### src/rtl/stopwatch_ctrl.sv
// Stopwatch control front end: button conditioning (sync, debounce, press
// detect), a four-state run/pause/lap FSM, the 1 Hz tick prescaler and the lap-hold display mux.
module stopwatch_ctrl #(
    parameter int unsigned DEBOUNCE_CYCLES = 1_000_000,
    parameter int unsigned TICK_DIV        = 100_000_000
) (
    input  logic        clk,
    input  logic        rst,
    input  logic        btn_ss,
    input  logic        btn_lc,
    input  logic [15:0] time_bcd,
    output logic        tick,
    output logic        clear,
    output logic        run,
    output logic        lap_active,
    output logic [1:0]  state,
    output logic [15:0] disp_bcd
);

    typedef enum logic [1:0] {
        IDLE    = 2'd0,
        RUNNING = 2'd1,
        PAUSED  = 2'd2,
        LAP     = 2'd3
    } state_t;

    localparam int unsigned       CNT_W    = (DEBOUNCE_CYCLES > 1) ? $clog2(DEBOUNCE_CYCLES) : 1;
    localparam logic [CNT_W-1:0]  CNT_LAST = CNT_W'(DEBOUNCE_CYCLES - 1);
    localparam logic [31:0]       PRE_LAST = 32'(TICK_DIV - 1);

    // Button lanes: bit 0 is start/stop, bit 1 is lap/clear.
    logic [1:0]       raw;
    logic [1:0]       sync_a;
    logic [1:0]       sync_b;
    logic [1:0]       deb;
    logic [1:0]       deb_d;
    logic [1:0]       press;
    logic [CNT_W-1:0] deb_cnt [2];

    state_t      state_q;
    state_t      state_n;
    logic        clear_q;
    logic        clear_n;
    logic        latch_n;
    logic [15:0] lap_reg;
    logic [31:0] presc;

    assign raw = {btn_lc, btn_ss};

    // NOTE: sequential state uses non-blocking assignments so every flop samples pre-edge values.
    always_ff @(posedge clk or negedge rst) begin
        if (!rst) begin
            sync_a <= '0;
            sync_b <= '0;
        end else begin
            sync_a <= raw;
            sync_b <= sync_a;
        end
    end

    // A level is accepted only after DEBOUNCE_CYCLES consecutive differing samples.
    always_ff @(posedge clk or negedge rst) begin
        if (!rst) begin
            deb   <= '0;
            deb_d <= '0;
            for (int i = 0; i < 2; i++) begin
                deb_cnt[i] <= '0;
            end
        end else begin
            deb_d <= deb;
            for (int i = 0; i < 2; i++) begin
                if (sync_b[i] == deb[i]) begin
                    deb_cnt[i] <= '0;
                end else if (deb_cnt[i] == CNT_LAST) begin
                    deb[i]     <= sync_b[i];
                    deb_cnt[i] <= '0;
                end else begin
                    deb_cnt[i] <= deb_cnt[i] + CNT_W'(1);
                end
            end
        end
    end

    assign press = deb & ~deb_d;

    // NOTE: every always_comb output gets a default first so no latch is inferred.
    always_comb begin
        state_n = state_q;
        clear_n = 1'b0;
        latch_n = 1'b0;
        if (press[0]) begin
            case (state_q)
                IDLE:    state_n = RUNNING;
                RUNNING: state_n = PAUSED;
                PAUSED:  state_n = RUNNING;
                LAP:     state_n = PAUSED;
                default: state_n = IDLE;
            endcase
        end else if (press[1]) begin
            case (state_q)
                IDLE: begin
                    clear_n = 1'b1;
                end
                RUNNING: begin
                    state_n = LAP;
                    latch_n = 1'b1;
                end
                PAUSED: begin
                    state_n = IDLE;
                    clear_n = 1'b1;
                end
                LAP:     state_n = RUNNING;
                default: state_n = IDLE;
            endcase
        end
    end

    always_ff @(posedge clk or negedge rst) begin
        if (!rst) begin
            state_q <= IDLE;
            clear_q <= 1'b0;
            lap_reg <= '0;
        end else begin
            state_q <= state_n;
            clear_q <= clear_n;
            if (latch_n) begin
                lap_reg <= time_bcd;
            end
        end
    end

    // Prescaler holds while paused so the fractional second survives a resume.
    always_ff @(posedge clk or negedge rst) begin
        if (!rst) begin
            presc <= '0;
        end else if (clear_n) begin
            presc <= '0;
        end else if (run) begin
            presc <= (presc == PRE_LAST) ? '0 : presc + 32'd1;
        end
    end

    assign run        = (state_q == RUNNING) || (state_q == LAP);
    assign lap_active = (state_q == LAP);
    assign tick       = run && (presc == PRE_LAST);
    assign clear      = clear_q;
    assign state      = state_q;
    assign disp_bcd   = lap_active ? lap_reg : time_bcd;

endmodule

### config.mk
export PLATFORM = sky130hd
export DESIGN_NAME = stopwatch_ctrl
export DESIGN_NICKNAME = d
export VERILOG_FILES = /design/src/rtl/stopwatch_ctrl.sv
export SDC_FILE = /design/constraint.sdc
export NUM_CORES = 1
export LEC_CHECK = 0
export BUFFER_PORTS_ARGS = -buffer_cell sky130_fd_sc_hd__buf_2
export CAP_MARGIN = 10
export CORE_UTILIZATION = 36
export CTS_CLUSTER_SIZE = 12
export DETAILED_ROUTE_END_ITERATION = 7
export SYNTH_ARGS = -nofsm -noshare
export SYNTH_HDL_FRONTEND = slang
export SYNTH_SLANG_ARGS = --single-unit
### constraint.sdc
create_clock -name clk -period 2.4 [get_ports clk]
set_input_delay 0.24 -clock clk [delete_from_list [all_inputs] [get_ports clk]]
set_output_delay 0.24 -clock clk [all_outputs]
set_load 0.02 [all_outputs]
==> run metrics, run 1 <==
status=finished with violations; failing checks=hold timing; RR Startpoint=presc[28]; drt drc=0; Warnings, synthesis=0; post-CTS sizing=0; slowest stage delay, CP=560 ps; Syn Nets=approximately 530; CTS root buffer=clkbuf_16; first-pass GRT wire length=17,900 um; routed wl met2=between 4000 and 5000 um; commonest cells after routing, fill and taps aside=dfrtp_1, nor2_1, buf_2; Register-to-Register Path Depth=7; n_diodes=0; worst-skew pair later-pin latency=approximately 340 ps; capturing point of the worst reg2reg path=presc[21]; Seq cells post-synth=just under 100; DR iter-0 viols=~340; CP arrival=roughly 2000 ps; vias in the first global route=roughly 3,800; Final period util=95.7%; Detailed Route WL=a little over 10,000 um; clock buffer depth=2; Initial Utilization=about 37%; TritonCTS clock tree=done; pin count of the biggest net entering global routing=66; DRT antenna net count=0; reg2reg setup slack=170 ps; GRT overflow=0; Sink Count=99; hold slack=-6.41 ps; Post-synth EDFFs=0; Rows=43; crit path launch type=flop; met1 wire length=4850 um; Max VDD drop=slightly above 0.4 mV; Leakage Power=around 0.0025 uW; Max Slew Vio Count=0; CP Max Fanout=4; Simple-Gate Fraction of Synth Area=between 20% and 30%; Synth Area in XOR/XNOR=about a tenth; clk_skew=approximately 6.4 ps; IO Pins=between 40 and 50; H-tree depth=3; multiplexer share of the synthesized area=roughly 7.7%; main combinational cell family by area after synthesis=simple AND/OR/NAND/NOR gates; Final HPWL DP=approximately 6900 um; Synth Area in Compound Gates=5.07%; Worst EP required=2160 ps; Post-Synthesis Cells=~500; Critical Path, Cell by Cell=or4_4, nor4_4, nand4b_4, nor2_1, buf_2; full die area=approximately 15,000 um^2; post-synth cell types=45; Worst path slowest cell=or4_4; Final Cell Area=around 5900 um^2; Fmax=around 440 MHz; HP Class=primary input to async pin; Largest register FFs=40; Largest delay share family, worst path=simple AND/OR/NAND/NOR gates; Total Nets Final=578; non-filler instance count after layout=736; Total GRT Usage=about 15%; vias=3,799; RePlAce Congestion=just under 0.9; leading cell type in the layout, fill and taps excluded=dfrtp_1; Max Cap Viol=0; setup slack at placement=about 200 ps; via density per instance=5.16; final hold vios=6; setup TNS=0 ps; Main synth FF type=dfrtp_1; Die Ht=approximately 120 um; final setup fails=0; crit end category=output pin; post-synthesis async set-or-reset flop share=between 90% and 100%; Avg WL per Cell=13.8 um; Area after DPL=5560 um^2; critical path class=flop to output pin; First-pass DRT Iterations=4; Slew headroom=about 44%; layout cells sized above 1=a little under a quarter; Least-Margin Pin Slew=between 800 and 900 ps; min Tclk post-route=roughly 2300 ps; initial antenna violation count=0; Num CTS Buffers=9; RSZ-0062 raised after global routing=no; routed wl met3=338 um; Top Layer Used=met4; synth-to-layout area growth=15.9%; Worst Path Buf+Inv=1; Core Area=13,800 um^2; Syn Std Cell Area=5080 um^2; Clock transition at path regs=approximately 70 ps; die width=between 100 and 150 um; post-route setup slack=104 ps; Placed Cells=a little over 700; Syn Area/Cell=just over 10 um^2; PortBufs=between 40 and 50; Seq/Total Area, Yosys=48.7%; pwr dens=approximately 560 nW/um^2; Post-Synth Adder-Cell Area=between 1.5 and 2%
-- through the flow --
step                util [%]  total power (uW)
finish                  42.6              3320
global placement        40.2              1880
global route            42.6              3450
floorplan                  -              1800
detailed placement      40.2              1880
CTS                     42.6              3360
-- layout make-up --
| cell class | count | area, um^2 |
|---|---|---|
| clock buffer | 11 | 243 |
| clock inverter | 5 | 61.3 |
| fill | 1315 | 7930 |
| inverter | 20 | 75.1 |
| multi-input combinational | 362 | 2450 |
| sequential | 99 | 2480 |
| tap | 180 | 225 |
| timing repair buffer | 59 | 360 |
-- worst reg2reg max path, stage by stage (launching register included) --
cell	delay, ps
dfrtp_1	420
or4_4	560
nor4_4	340
nand4b_4	140
buf_4	210
buf_4	180
a31oi_1	160
o22ai_1	100
-- report_power, final --
group / total [uW] / leakage (uW) / switching, uW / internal, uW
registers: 1710 / 0.00133 / 15.4 / 1690
logic: 141 / 0.00101 / 85.3 / 55.4
clock network: 1470 / 0.000138 / 629 / 841
-- synthesized netlist by cell type, types with 9 or more instances --
library cell	count	area [um^2]
a31oi_1	11	68.8
and3_1	10	62.6
clkbuf_1	10	37.5
dfrtp_1	99	2480
inv_1	20	75.1
mux2_2	34	383
nand2_1	26	97.6
nand3_1	35	175
nand4_1	28	175
nor2_1	63	236
nor2_2	11	68.8
nor3_1	9	45.0
nor4_1	13	81.3
xnor2_1	29	254
xor2_1	25	219
-- worst max-delay path by stage --
| stage | start | end | slack [ps] | cells past startpoint |
|---|---|---|---|---|
| 3_5_place_dp | presc[28] | presc[31] | 190 | 5 |
| 4_1_cts | presc[28] | tick | 90 | 5 |
| 2_1_floorplan | state[0] | presc[28] | 110 | 8 |
| 3_3_place_gp | presc[28] | presc[21] | 250 | 6 |
| 6_report | presc[28] | tick | 100 | 5 |
| 5_1_grt | presc[28] | tick | 30 | 5 |
-- cells by family after synthesis --
kind of cell / count (synthesis)
AOI/OAI and AO/OA: 36
xor gates and xnor gates: 54
adders and majority gates: 7
buffers and inverters: 37
DFF: 99
muxes: 35
and+or+nand+nor: 230
-- metal layers --
layer / GRT usage [%] / vias to the layer above
met2: 24.1 / 60
met3: 3.92 / 11
met5: 0 / -
met1: 20.3 / 1861
met4: 3.47 / 0
li1: - / 1867
-- timing repair --
action,CTS,global route
endpoints found under the hold margin,2,0
hold buffers,2,0
endpoints found under the setup margin,1,0
setup buffers,1,0
Note: power is estimated with default switching activity, not from simulation.
==> inputs of run 2 (changes only) <==
- ABC_AREA: not set -> 1
==> run 2 against run 1 <==
The flow now finishes without violations. Clock skew up 2.7 ps. Non-clock buffer count shrank 9. Clock power hardly changed. Area after synthesis up 13%. Routed wire length is 25% higher. Worst hold slack improved by 160 ps. Critical endpoint unchanged.
==> run metrics, run 2 <==
P_int=2530 uW (was 2590 uW); Final period util=89.8% (was 95.7%); Synth Area in XOR/XNOR=3.21% (was 9.30%); non-filler instance count after layout=1,060 (was 736); DR iter-0 viols=358 (was 337); Slew headroom=57.6% (was 44.4%); RePlAce Congestion=0.866 (was 0.871); setup TNS=0 ps (unchanged); Synth Area in Compound Gates=6.44% (was 5.07%); GRT overflow=0 (unchanged); status=finished clean (was finished with violations); storage element area=2480 um^2 (unchanged); PortBufs=41 (unchanged); post-synth cell types=33 (was 45); final-layout fill cell count=1,600 (was 1,315); Max Cap Viol=0 (unchanged); critical path class=flop to output pin (unchanged); Power Total=3280 uW (was 3320 uW); Syn Std Cell Area=5730 um^2 (was 5080 um^2); Seq pwr share=51.4% (was 51.5%); CP arrival=1920 ps (was 2060 ps); TritonCTS clock tree=done (unchanged); Largest register FFs=40 (unchanged); Syn Area/Cell=7.18 um^2 (was 10.2 um^2); Placed Cells=1,042 (was 717); Syn Nets=825 (was 525); Post-Synth Adder-Cell Area=1.53% (was 1.72%); full die area=16,400 um^2 (was 14,600 um^2); multiplexer share of the synthesized area=0% (was 7.73%); die width=128 um (was 121 um); IO Pins=42 (unchanged); Post-synth EDFFs=0 (unchanged); commonest cells after routing, fill and taps aside=nand2_1, nor2_1, inv_1 (was dfrtp_1, nor2_1, buf_2); Total Nets Final=872 (was 578); via density per instance=4.63 (was 5.16); area of the multi-input gates=2770 um^2 (was 2450 um^2); Seq cells post-synth=99 (unchanged); Worst EP required=2160 ps (about the same); Rows=45 (was 43); final hold vios=0 (was 6); commonest cells in the netlist=nand2_1, nor2_1, inv_1 (was dfrtp_1, nor2_1, nand3_1); RSZ-0062 raised after global routing=no (unchanged); Fmax=464 MHz (was 435 MHz); Detailed Route WL=12,700 um (was 10,100 um); crit path launch type=flop (unchanged); first-pass GRT wire length=22,200 um (was 17,900 um); clock buffer depth=2 (unchanged); Synth area leaders=dfrtp_1, nand2_1, nor2_1, inv_1, nand3_1 (was dfrtp_1, mux2_2, xnor2_1, nor2_1, xor2_1); pwr dens=506 nW/um^2 (was 563 nW/um^2); Initial Utilization=37.3% (was 36.8%); Warnings, synthesis=0 (unchanged); n_diodes=0 (unchanged); worst-skew pair later-pin latency=350 ps (was 340 ps); vias in the first global route=4,740 (was 3,809); Clock transition at path regs=70 ps (about the same); Final HPWL DP=9310 um (was 6940 um); Seq/Total Area, Yosys=43.2% (was 48.7%); Die Ht=128 um (was 121 um); P_sw=750 uW (was 729 uW); post-CTS sizing=0 (unchanged); Max Slew Vio Count=0 (unchanged); Gate power share=4.0% (was 4.2%); final setup fails=0 (unchanged); Core Area=15,400 um^2 (was 13,800 um^2); Least-Margin Pin Slew=636 ps (was 834 ps); drt drc=0 (unchanged); First-pass DRT Iterations=4 (unchanged); switching share of total power=22.9% (was 22.0%); post-synthesis async set-or-reset flop share=100% (unchanged); layout cells sized above 1=10.7% (was 23.2%); initial antenna violation count=0 (unchanged); count leader, synth=nand2_1 (was dfrtp_1); Total GRT Usage=17.0% (was 15.1%); Num CTS Buffers=9 (unchanged); min Tclk post-route=2160 ps (was 2300 ps); H-tree depth=3 (unchanged); synth-to-layout area growth=13.2% (was 15.9%); HP Class=primary input to flop (was primary input to async pin); Leakage Power=0.00296 uW (was 0.00248 uW); Simple-Gate Fraction of Synth Area=37.2% (was 24.3%); top-area cell type share of the netlist area=43.2% (was 48.7%); crit end category=output pin (unchanged); leading cell type in the layout, fill and taps excluded=nand2_1 (was dfrtp_1); CTS root buffer=clkbuf_16 (unchanged); Post-Synthesis Cells=798 (was 498); Avg WL per Cell=12.0 um (was 13.8 um); Synth area leader=dfrtp_1 (unchanged); clk_skew=9.12 ps (was 6.44 ps); vias=4,905 (was 3,799); CP Max Fanout=5 (was 4); Sink Count=99 (unchanged); Main synth FF type=dfrtp_1 (unchanged); DRT antenna net count=0 (unchanged); pin count of the biggest net entering global routing=49 (was 66); Finished Core Util=42.2% (was 42.6%); main combinational cell family by area after synthesis=simple AND/OR/NAND/NOR gates (unchanged); post-route setup slack=244 ps (was 104 ps); setup slack at placement=366 ps (was 195 ps); Clock power frac=44.7% (was 44.3%); Max VDD drop=0.405 mV (was 0.409 mV)
-- run 2: changes by cell type after synthesis, moves of 10 or more --
cell / delta
o21ai_0: +46
and3_1: -10
nor2_1: +60
mux2_2: -34
a31oi_1: -10
nand3_1: +23
nor3_1: +15
nor4_1: -13
inv_1: +81
nand2_1: +204
xnor2_1: -27
-- run 2: critical path: stages (launching register included) --
cell and delay [ps]:
dfrtp_1 400, ha_1 280, nand3_2 140, inv_2 100, nand2_2 110, nor2_4 160
nand2_2 110, nor2_1 90, buf_2 180
-- run 2: logic make-up after synthesis --
kind of cell / after synthesis
adders and majority gates: 7
AOI/OAI and AO/OA: 66
and+or+nand+nor: 487
DFF: 99
buffers and inverters: 118
xor gates and xnor gates: 21
-- run 2: final cells by class --
| cell class | instances | area share (%) |
|---|---|---|
| clock buffers | 10 | 3.53 |
| clock inverters | 5 | 0.945 |
| inverters | 104 | 6.02 |
| multi-input cells | 581 | 42.7 |
| flip-flops and latches | 99 | 38.2 |
| well taps | 211 | 4.07 |
| repair buffers | 50 | 4.55 |
-- run 2: power groups by stage --
stage | logic (uW) | clock network, uW | registers, uW
2_1_floorplan | 54.0 | 0 | 1720
3_3_place_gp | 131 | 0 | 1720
3_5_place_dp | 131 | 0 | 1720
4_1_cts | 135 | 1510 | 1690
5_1_grt | 149 | 1580 | 1690
6_report | 130 | 1470 | 1690
-- run 2: stage by stage --
stage                     cell area, um^2  hold slack [ps]
after CTS                            6490              139
after floorplan                      5730            -55.6
after global routing                 6490              164
after global placement               6170              202
final                                6490              151
after detailed placement             6170              202
-- run 2: worst paths after layout --
path	cells after the start	from	to	slack [ps]
setup reg to reg	8	state[1]	presc[25]	380
max in group asynchronous	3	rst	lap_reg[3]	1390
hold reg to reg	0	sync_a[0]	sync_b[0]	350
hold / removal	3	time_bcd[8]	lap_reg[8]	150
setup / recovery	8	presc[0]	tick	240
min in group asynchronous	2	rst	presc[18]	360
-- run 2: repair_timing --
item | in CTS | in global routing
setup buffers | 0 | 0
endpoints found under the hold margin | 29 | 0
hold buffers | 3 | 0
-- run 2: per-layer routing --
| metal | wire length [um] | track usage, % | share of wire, % | vias to the layer above |
|---|---|---|---|---|
| li1 | - | - | - | 2604 |
| met1 | 6200 | 22.3 | 49 | 2235 |
| met2 | 5900 | 28.1 | 46 | 58 |
| met3 | 508 | 4.42 | 4.0 | 8 |
| met4 | 116 | 3.46 | 0.91 | 0 |
| met5 | 0 | 0 | 0 | - |
==> inputs of run 3 (changes only) <==
- MAX_ROUTING_LAYER: not set -> met4
==> run 3 against run 2 <==
Worst hold slack worse by 2.7 ps. Critical path type unchanged. Cell area is 0.50% higher. Final cell count hardly changed. Critical endpoint unchanged. Largest cell class unchanged. Critical path depth stayed put. First-iteration DRC count is 30% lower. Sequential share of layout area is 0.19 points lower. Global-route usage is 0.78 points higher. Setup slack better by 0.53 ps. Utilization is 0.21 points higher. Highest routed layer unchanged.
==> run metrics, run 3 (synthesis gave the netlist of run 2 again) <==
commonest cells after routing, fill and taps aside=nand2_1, nor2_1, inv_1 (unchanged); non-filler instance count after layout=1,061 (was 1,060); first-pass GRT wire length=22,300 um (was 22,200 um); layout cells sized above 1=10.8% (was 10.7%); clk_skew=7.85 ps (was 9.12 ps); synth-to-layout area growth=13.8% (was 13.2%); Total Nets Final=872 (unchanged); pwr dens=521 nW/um^2 (was 506 nW/um^2); Die Ht=128 um (unchanged); crit path launch type=flop (unchanged); status=finished clean (unchanged); min Tclk post-route=2160 ps (about the same); setup slack at placement=342 ps (was 366 ps); H-tree depth=3 (unchanged); Fmax=464 MHz (about the same); PortBufs=41 (unchanged); Core Area=15,400 um^2 (unchanged); most frequent CP cell=nand2_2 (unchanged); Initial Utilization=37.3% (unchanged); Rows=45 (unchanged); full die area=16,400 um^2 (unchanged); vias=4,963 (was 4,905); Area after DPL=6170 um^2 (unchanged); n_diodes=0 (unchanged); Max Cap Viol=0 (unchanged); via density per instance=4.68 (was 4.63); GRT overflow=0 (unchanged); slowest stage delay, CP=390 ps (was 400 ps); Largest register FFs=40 (unchanged); clock buffer depth=2 (unchanged); area of the multi-input gates=2770 um^2 (unchanged); Detailed Route WL=12,600 um (was 12,700 um); storage element area=2480 um^2 (unchanged); DRT antenna net count=0 (unchanged); Gate power share=3.8% (was 4.0%); RePlAce Congestion=0.893 (was 0.866); Clock transition at path regs=70 ps (about the same); Clock power frac=46.6% (was 44.7%); initial antenna violation count=0 (unchanged); switching share of total power=22.1% (was 22.9%); RSZ-0062 raised after global routing=no (unchanged); CP Max Fanout=5 (unchanged); Power Total=3400 uW (was 3280 uW); Max Slew Vio Count=0 (unchanged); critical path class=flop to output pin (unchanged); Final Cell Area=6520 um^2 (was 6490 um^2); Worst path slowest cell=dfrtp_1 (unchanged); P_sw=751 uW (was 750 uW); Placed Cells=1,042 (unchanged); drt drc=0 (unchanged); Leakage Power=0.00297 uW (was 0.00296 uW); Max VDD drop=0.353 mV (was 0.405 mV); die width=128 um (unchanged); post-CTS sizing=0 (unchanged); IO Pins=42 (unchanged); First-pass DRT Iterations=5 (was 4); DR iter-0 viols=249 (was 358); P_int=2650 uW (was 2530 uW); worst-skew pair later-pin latency=360 ps (was 350 ps); CP arrival=1920 ps (about the same); number of post-CTS setup repair buffers=0 (unchanged); crit end category=output pin (unchanged); vias in the first global route=4,737 (was 4,740); post-route setup slack=245 ps (was 244 ps); Total GRT Usage=17.8% (was 17.0%); CTS root buffer=clkbuf_16 (unchanged); setup TNS=0 ps (unchanged); pin count of the biggest net entering global routing=46 (was 49); leading cell type in the layout, fill and taps excluded=nand2_1 (unchanged); Final period util=89.8% (about the same); final hold vios=0 (unchanged); Num CTS Buffers=9 (unchanged); final-layout fill cell count=1,597 (was 1,600); Worst EP required=2160 ps (about the same); Avg WL per Cell=11.9 um (was 12.0 um); CTS Hold Bufs=3 (unchanged); TritonCTS clock tree=done (unchanged); Least-Margin Pin Slew=623 ps (was 636 ps); Seq pwr share=49.6% (was 51.4%); Final HPWL DP=9270 um (was 9310 um); Sink Count=99 (unchanged); HP Class=primary input to flop (unchanged); Critical Path, Cell by Cell=ha_1, nand3_2, inv_2, nand2_2, nor2_4, nand2_2, nor2_1, buf_2 (unchanged); final setup fails=0 (unchanged); Slew headroom=58.5% (was 57.6%)
[run 3: metal layers]
layer  GRT usage (%)  vias up  wire (um)
met5               -        -          0
met2            27.5       61       5770
met1            22.8     2274       6290
met3            4.51       10        458
met4            5.33        0        112
li1                -     2618          -
[run 3: stage by stage]
| step | util (%) | hold slack, ps |
|---|---|---|
| 2_1_floorplan | - | -55.6 |
| 3_3_place_gp | 40.1 | 255 |
| 3_5_place_dp | 40.1 | 258 |
| 4_1_cts | 42.4 | 133 |
| 5_1_grt | 42.4 | 159 |
| 6_report | 42.4 | 148 |
[run 3: final timing paths]
kind | startpoint | endpoint | slack, ps | cells past startpoint
setup / recovery | presc[0] | tick | 240 | 8
hold / removal | time_bcd[4] | lap_reg[4] | 150 | 3
setup reg to reg | state[1] | presc[29] | 380 | 8
hold reg to reg | sync_a[0] | sync_b[0] | 350 | 0
max in group asynchronous | rst | deb_cnt[11] | 1370 | 3
min in group asynchronous | rst | presc[18] | 410 | 2
[run 3: critical path: cells and delay by family (launching register included)]
family,cells,cell delay (ps)
buf+inv,2,280
simple gates,5,610
flops,1,390
fa+ha+maj,1,280
[run 3: power groups by stage]
stage / registers [uW] / clock network (uW) / logic, uW
floorplan: 1720 / 0 / 54.0
global route: 1690 / 1720 / 150
global placement: 1720 / 0 / 130
detailed placement: 1720 / 0 / 131
CTS: 1690 / 1650 / 135
finish: 1690 / 1580 / 129
[run 3: cell type report]
class,instances,area share (%)
clock buffer,10,3.51
sequential,99,38.0
tap,211,4.05
clock inverter,6,1.44
inverter,104,5.99
multi-input combinational,581,42.5
timing repair buffer,50,4.53
